File: config.mk
export PLATFORM = sky130hd
export DESIGN_NAME = seg7_mmio_flat
export DESIGN_NICKNAME = d
export VERILOG_FILES = /design/src/rtl/seg7_mmio_if.sv /design/src/rtl/seg7_mmio.sv /design/src/flat_wrapper.sv
export SDC_FILE = /design/constraint.sdc
export NUM_CORES = 1
export LEC_CHECK = 0
export BUFFER_PORTS_ARGS = -buffer_cell sky130_fd_sc_hd__buf_2
export CAP_MARGIN = 20
export CORE_ASPECT_RATIO = 1.1
export CORE_MARGIN = 2
export CORE_UTILIZATION = 45
export CTS_BUF_LIST = sky130_fd_sc_hd__clkbuf_4
export DETAILED_ROUTE_END_ITERATION = 16
export GPL_ROUTABILITY_DRIVEN = 0
export GPL_TIMING_DRIVEN = 0
export MAX_ROUTING_LAYER = met4
export PLACE_DENSITY = 0.68
export SLEW_MARGIN = 20
export SYNTH_ARGS = -nofsm -noshare
export SYNTH_HDL_FRONTEND = slang
export SYNTH_SLANG_ARGS = --single-unit
File: constraint.sdc
create_clock -name clk_i -period 2.39 [get_ports clk_i]
set_input_delay 0.478 -clock clk_i [delete_from_list [all_inputs] [get_ports clk_i]]
set_output_delay 0.478 -clock clk_i [all_outputs]
set_load 0.01 [all_outputs]
File: src/rtl/seg7_mmio_if.sv
// rtl/seg7_mmio_if.sv - CPU data-bus view of the seven-segment display register pair
interface seg7_mmio_if;
  logic [15:0] addr;
  logic [15:0] din;
  logic        we;
  logic [15:0] dout;
  logic        sel;

  modport master (output addr, output din, output we, input dout, input sel);
  modport slave  (input addr, input din, input we, output dout, output sel);
endinterface

File: src/rtl/seg7_mmio.sv
// rtl/seg7_mmio.sv - memory-mapped four-digit hex display scanner (VALUE/CTRL registers)
// Optional leading-zero blanking is enabled by defining SEG7_LZB_EN.
module seg7_mmio #(
  parameter logic [15:0] BASE_ADDR    = 16'h2002,
  parameter int          REFRESH_BITS = 16
) (
  input  logic       clk_i,
  input  logic       reset_i,
  seg7_mmio_if.slave bus,
  output logic [3:0] an_o,
  output logic [6:0] seg_o,
  output logic       dp_o
);
  localparam logic [15:0] CTRL_ADDR = BASE_ADDR + 16'd1;

  logic [15:0]             value_q, value_d;
  logic [15:0]             ctrl_q, ctrl_d;
  logic [REFRESH_BITS-1:0] presc_q, presc_d;
  logic [1:0]              idx_q, idx_d;
  logic                    guard_q, guard_d;
  logic [3:0]              an_q, an_d;
  logic [6:0]              seg_q, seg_d;
  logic                    dp_q, dp_d;

  logic       hit_value, hit_ctrl, en, lzb, digit_blank;
  logic [3:0] nibble, blank_mask, dp_mask;

  assign hit_value  = (bus.addr == BASE_ADDR);
  assign hit_ctrl   = (bus.addr == CTRL_ADDR);
  assign bus.sel    = hit_value | hit_ctrl;
  assign bus.dout   = hit_value ? value_q : (hit_ctrl ? ctrl_q : 16'h0000);
  assign en         = ctrl_q[0];
  assign blank_mask = ctrl_q[7:4];
  assign dp_mask    = ctrl_q[11:8];

  function automatic logic [6:0] hex7(input logic [3:0] n);
    case (n)
      4'h0: hex7 = 7'b1000000;
      4'h1: hex7 = 7'b1111001;
      4'h2: hex7 = 7'b0100100;
      4'h3: hex7 = 7'b0110000;
      4'h4: hex7 = 7'b0011001;
      4'h5: hex7 = 7'b0010010;
      4'h6: hex7 = 7'b0000010;
      4'h7: hex7 = 7'b1111000;
      4'h8: hex7 = 7'b0000000;
      4'h9: hex7 = 7'b0010000;
      4'hA: hex7 = 7'b0001000;
      4'hB: hex7 = 7'b0000011;
      4'hC: hex7 = 7'b1000110;
      4'hD: hex7 = 7'b0100001;
      4'hE: hex7 = 7'b0000110;
      default: hex7 = 7'b0001110;
    endcase
  endfunction

  always_comb begin
    nibble = value_q[3:0];
    case (idx_q)
      2'd1:    nibble = value_q[7:4];
      2'd2:    nibble = value_q[11:8];
      2'd3:    nibble = value_q[15:12];
      default: nibble = value_q[3:0];
    endcase
  end

`ifdef SEG7_LZB_EN
  // Digit 0 is never suppressed so a zero value still shows a single "0".
  always_comb begin
    lzb = 1'b0;
    case (idx_q)
      2'd1:    lzb = (value_q[15:4] == 12'h000);
      2'd2:    lzb = (value_q[15:8] == 8'h00);
      2'd3:    lzb = (value_q[15:12] == 4'h0);
      default: lzb = 1'b0;
    endcase
  end
`else
  assign lzb = 1'b0;
`endif

  assign digit_blank = guard_q | ~en | blank_mask[idx_q] | lzb;

  always_comb begin
    value_d = value_q;
    ctrl_d  = ctrl_q;
    presc_d = '0;
    idx_d   = 2'd0;
    guard_d = 1'b0;
    an_d    = 4'hF;
    seg_d   = 7'h7F;
    dp_d    = 1'b1;

    if (bus.we && hit_value) value_d = bus.din;
    if (bus.we && hit_ctrl)  ctrl_d  = bus.din;

    // Disabled scan parks at digit 0 so re-enabling starts a full first period.
    if (en) begin
      presc_d = presc_q + REFRESH_BITS'(1);
      idx_d   = idx_q;
      if (presc_q == '1) begin
        idx_d   = idx_q + 2'd1;
        guard_d = 1'b1;
      end
    end

    // The single blank guard cycle between digits avoids ghosting.
    if (!digit_blank) begin
      an_d  = ~(4'b0001 << idx_q);
      seg_d = hex7(nibble);
      dp_d  = ~dp_mask[idx_q];
    end
  end

  always_ff @(posedge clk_i or posedge reset_i) begin
    if (reset_i) begin
      value_q <= 16'h0000;
      ctrl_q  <= 16'h0000;
      presc_q <= '0;
      idx_q   <= 2'd0;
      guard_q <= 1'b0;
      an_q    <= 4'hF;
      seg_q   <= 7'h7F;
      dp_q    <= 1'b1;
    end else begin
      value_q <= value_d;
      ctrl_q  <= ctrl_d;
      presc_q <= presc_d;
      idx_q   <= idx_d;
      guard_q <= guard_d;
      an_q    <= an_d;
      seg_q   <= seg_d;
      dp_q    <= dp_d;
    end
  end

  assign an_o  = an_q;
  assign seg_o = seg_q;
  assign dp_o  = dp_q;
endmodule

File: src/flat_wrapper.sv
// flat-port wrapper written by rule: the top's interface ports become plain ports
module seg7_mmio_flat 
#(
  parameter logic [15:0] BASE_ADDR    = 16'h2002,
  parameter int          REFRESH_BITS = 16
)
  (clk_i, reset_i, an_o, seg_o, dp_o, bus_addr, bus_din, bus_we, bus_dout, bus_sel);
  seg7_mmio_if bus_i ();
  input  logic clk_i;
  input  logic reset_i;
  output logic [3:0] an_o;
  output logic [6:0] seg_o;
  output logic dp_o;
  input wire logic [$bits(bus_i.addr)-1:0] bus_addr;
  input wire logic [$bits(bus_i.din)-1:0] bus_din;
  input wire logic [$bits(bus_i.we)-1:0] bus_we;
  output wire logic [$bits(bus_i.dout)-1:0] bus_dout;
  output wire logic [$bits(bus_i.sel)-1:0] bus_sel;
  assign bus_i.addr = bus_addr;
  assign bus_i.din = bus_din;
  assign bus_i.we = bus_we;
  assign bus_dout = bus_i.dout;
  assign bus_sel = bus_i.sel;
  seg7_mmio #(.BASE_ADDR(BASE_ADDR), .REFRESH_BITS(REFRESH_BITS)) u_core (.clk_i(clk_i), .reset_i(reset_i), .bus(bus_i), .an_o(an_o), .seg_o(seg_o), .dp_o(dp_o));
endmodule
==> results_dict.tcl <==
set metrics [dict create \
    synth_seq_cells 63 \
    coreArea_sq_um 6670 \
    synth_top_area_cell "dfrtp_1" \
    grt_remaining_overflow 0 \
    drv_slew 0 \
    crit_buf_inv 3 \
    cts-root-buf "clkbuf_4" \
    ir_drop_v 0.000241 \
    syn_to_final_growth_pct 21.9 \
    synth_fp_nets 306 \
    seqPwrFrac_pct 61.0 \
    antenna_found_initial 0 \
    clkPwrFrac_pct 35.2 \
    initial_core_util_pct 46.8 \
    drc 0 \
    reg2regPathDepth 10 \
    startpoint_type "input port" \
    ys_top_cells_by_area "dfrtp_1 41%, dfstp_2 10%, mux2_2 8.3%" \
    synth_top_area_share_pct 40.8 \
    syn_inst 259 \
    htree_levels 3 \
    drive_gt1_share_pct 44.1 \
    synth_area_per_cell_sq_um 12.1 \
    first_global_vias 2318 \
    cp_top_family "simple AND/OR/NAND/NOR gates" \
    maxCapViolations 0 \
    cts_tree "built" \
    dp_hpwl_um 4770 \
    drt_iter0_drc 149 \
    crit_type "input port to output port" \
    path_clk_slew_ps 100 \
    power_density_nw_per_um2 459 \
    postCtsHoldBufs 0 \
    synth-edff-count 0 \
    fin_ws_ps 51.6 \
    die_y_um 91.4 \
    place_inst 405 \
    grt_pass1_wl_um 11400 \
    ys_seq_area_share_pct 50.9 \
    cts_max_path_buffers 2 \
    use_met3_pct 3.73 \
    swShare_pct 23.0 \
    syn-cell-area_sq_um 3130 \
    worstReg2RegEnd "u_core.seg_o[5]" \
    drtPass1Iterations 4 \
    max_stage_delay_ps 300 \
    synth_common_cells "51 x dfrtp_1, 23 x mux2_2, 23 x nor2_1" \
    routed_via_density 5.41 \
    setup_violations 0 \
    min_path_type "input port to asynchronous set/reset pin" \
    crit_path_max_fanout 10 \
    clk_latency_ps 410 \
    synth-async-reset-ratio_pct 100 \
    cts.sinks 63 \
    wl_per_cell_um 15.6 \
    hold_ws_ps 29.0 \
    finalCritPeriodShare_pct 97.8 \
    cp.arrival_ps 1860 \
    grtUsageTotal_pct 19.4 \
    reg2reg_from "u_core.idx_q[0]" \
    grt_use_met2_pct 29.3 \
    yosys_most_used_dff "dfrtp_1" \
    critPathRequiredTime_ps 1910 \
    io_buffers 63 \
    nets 389 \
    end_kind "output port" \
    fin_skew_ps 16.3 \
    r2r_slack_ps 150 \
    grt_max_degree 41 \
    worst_pin_slew_ps 583 \
    yosys.cell_count.top_type "dfrtp_1" \
    power.total_mw 1.75 \
    comb_power_share_pct 3.8 \
    ios 64 \
    wl_um 6690 \
    critical_path.slowest_cell "and4b_2" \
    grt_use_met1_pct 25.9 \
    final_util_pct 57.1 \
    p_int_mw 1.35 \
    cp_cell_sequence "buf_6 > nor4_2 > and4b_2 > nand3_4 > nor2_4 > buf_6 > a22o_1 > buf_2" \
    vias 2322 \
    place_ws_ps -465 \
    fmax_ghz 0.428 \
    grt.busiest_layer "met2" \
    antenna_cells 0 \
    hold_viol_final 0 \
    cpMostUsedCell "buf_6" \
    fin_crit_ps 2340 \
    ys_types 42 \
    maxSlewHeadroom_pct 60.9 \
    dieArea_sq_um 7630 \
    std_cell_rows 31 \
    p_leak_nw 1.82 \
    antenna_left 0 \
    final_cells 429 \
    synth_warnings 0 \
    nFillCells 604 \
    status "finished, final reports clean" \
    cts_made_buffers 9 \
    path_depth 8 \
    die_x_um 83.5 \
    p_switching_mw 0.401 \
]
placed cells by master, fill, tap and decap left out, types with 2 or more instances in the layout:
cell	count
buf_2	62
dfrtp_1	49
mux2_2	23
nor2_1	21
a22o_1	16
clkbuf_4	13
nand2_1	12
dfstp_2	12
ha_1	11
inv_1	10
mux2_4	10
buf_4	9
a21oi_1	8
nand3_1	8
xor2_1	8
xnor2_1	6
o21ai_0	5
clkbuf_1	4
and4_1	4
nor3_1	4
buf_6	4
o221ai_1	4
clkinv_1	3
nand4_1	3
and3_1	3
and2_1	2
a22oi_1	2
nor2_4	2
a222oi_1	2
mux4_2	2
or3_1	2
buf_12	2
dfrtp_2	2
per-stage QoR:
step	instance area (sq um)	setup TNS, ps
global placement	3540	-28790
CTS	3730	0
floorplan	3130	0
finish	3810	0
detailed placement	3570	-5680
global route	3810	-369
state kept, by name (all words and copies together) (netlist names):
| name | flops |
|---|---|
| u_core.value_q | 16 |
| u_core.dp_o | 1 |
| u_core.seg_o | 7 |
| u_core.ctrl_q | 16 |
| u_core.presc_q | 16 |
| u_core.guard_q | 1 |
| u_core.idx_q | 2 |
| u_core.an_o | 4 |
worst register-to-register path, stage by stage, from the launching register on:
cell and delay (ps):
dfrtp_2 410, inv_1 90, ha_2 230, a222oi_1 430
mux2i_2 190, buf_4 180, ha_1 160, inv_1 90
nor2_1 70, a21oi_1 140, o221ai_1 160
layer usage:
layer	wire (um)	vias to the layer above
li1	-	1107
met1	3120	1131
met2	3080	69
met3	333	15
met4	155	0
met5	0	-
area by class of cell:
cell class	instances	area [sq um]	area share, %
clock buffer	13	97.6	2.56
timing repair buffer	72	402	10.5
tap	82	103	2.69
multi-input combinational	174	1480	38.7
inverter	13	51.3	1.35
clock inverter	3	12.5	0.328
sequential	63	1590	41.8
buffer	9	76.3	2.00
worst max path at each step:
stage                 startpoint      endpoint  slack (ps)
global route        bus_addr[10]   bus_dout[8]         -50
CTS                  bus_addr[9]   bus_dout[7]           2
global placement     bus_addr[9]   bus_dout[8]        -480
detailed placement   bus_addr[9]   bus_dout[7]        -460
finish              bus_addr[10]   bus_dout[8]          50
floorplan            bus_addr[9]  bus_dout[10]         140
cell families (layout without fill, tap and decap cells):
| family | count (synthesis) | in the layout | synth area share, % |
|---|---|---|---|
| compound gates | 41 | 41 | 9.81 |
| mux | 38 | 38 | 15.5 |
| fa+ha+maj | 12 | 12 | 4.80 |
| xor+xnor | 14 | 14 | 3.92 |
| simple gates | 69 | 69 | 11.4 |
| flops | 63 | 63 | 50.9 |
| buf+inv | 22 | 110 | 3.60 |
power groups by stage:
stage / combinational, mW / sequential, mW / clock (mW)
after global routing: 0.0750 / 1.07 / 0.686
after floorplan: 0.0201 / 1.09 / 0
final: 0.0659 / 1.07 / 0.616
after detailed placement: 0.0639 / 1.09 / 0
after CTS: 0.0651 / 1.07 / 0.631
after global placement: 0.0576 / 1.09 / 0
what timing repair did:
action                                  CTS  global route
endpoints found under the setup margin   21            22
resized for setup                         9            11
pin swaps                                 3             6
buffers inserted                          3             5
(Power assumes the default switching activity.)
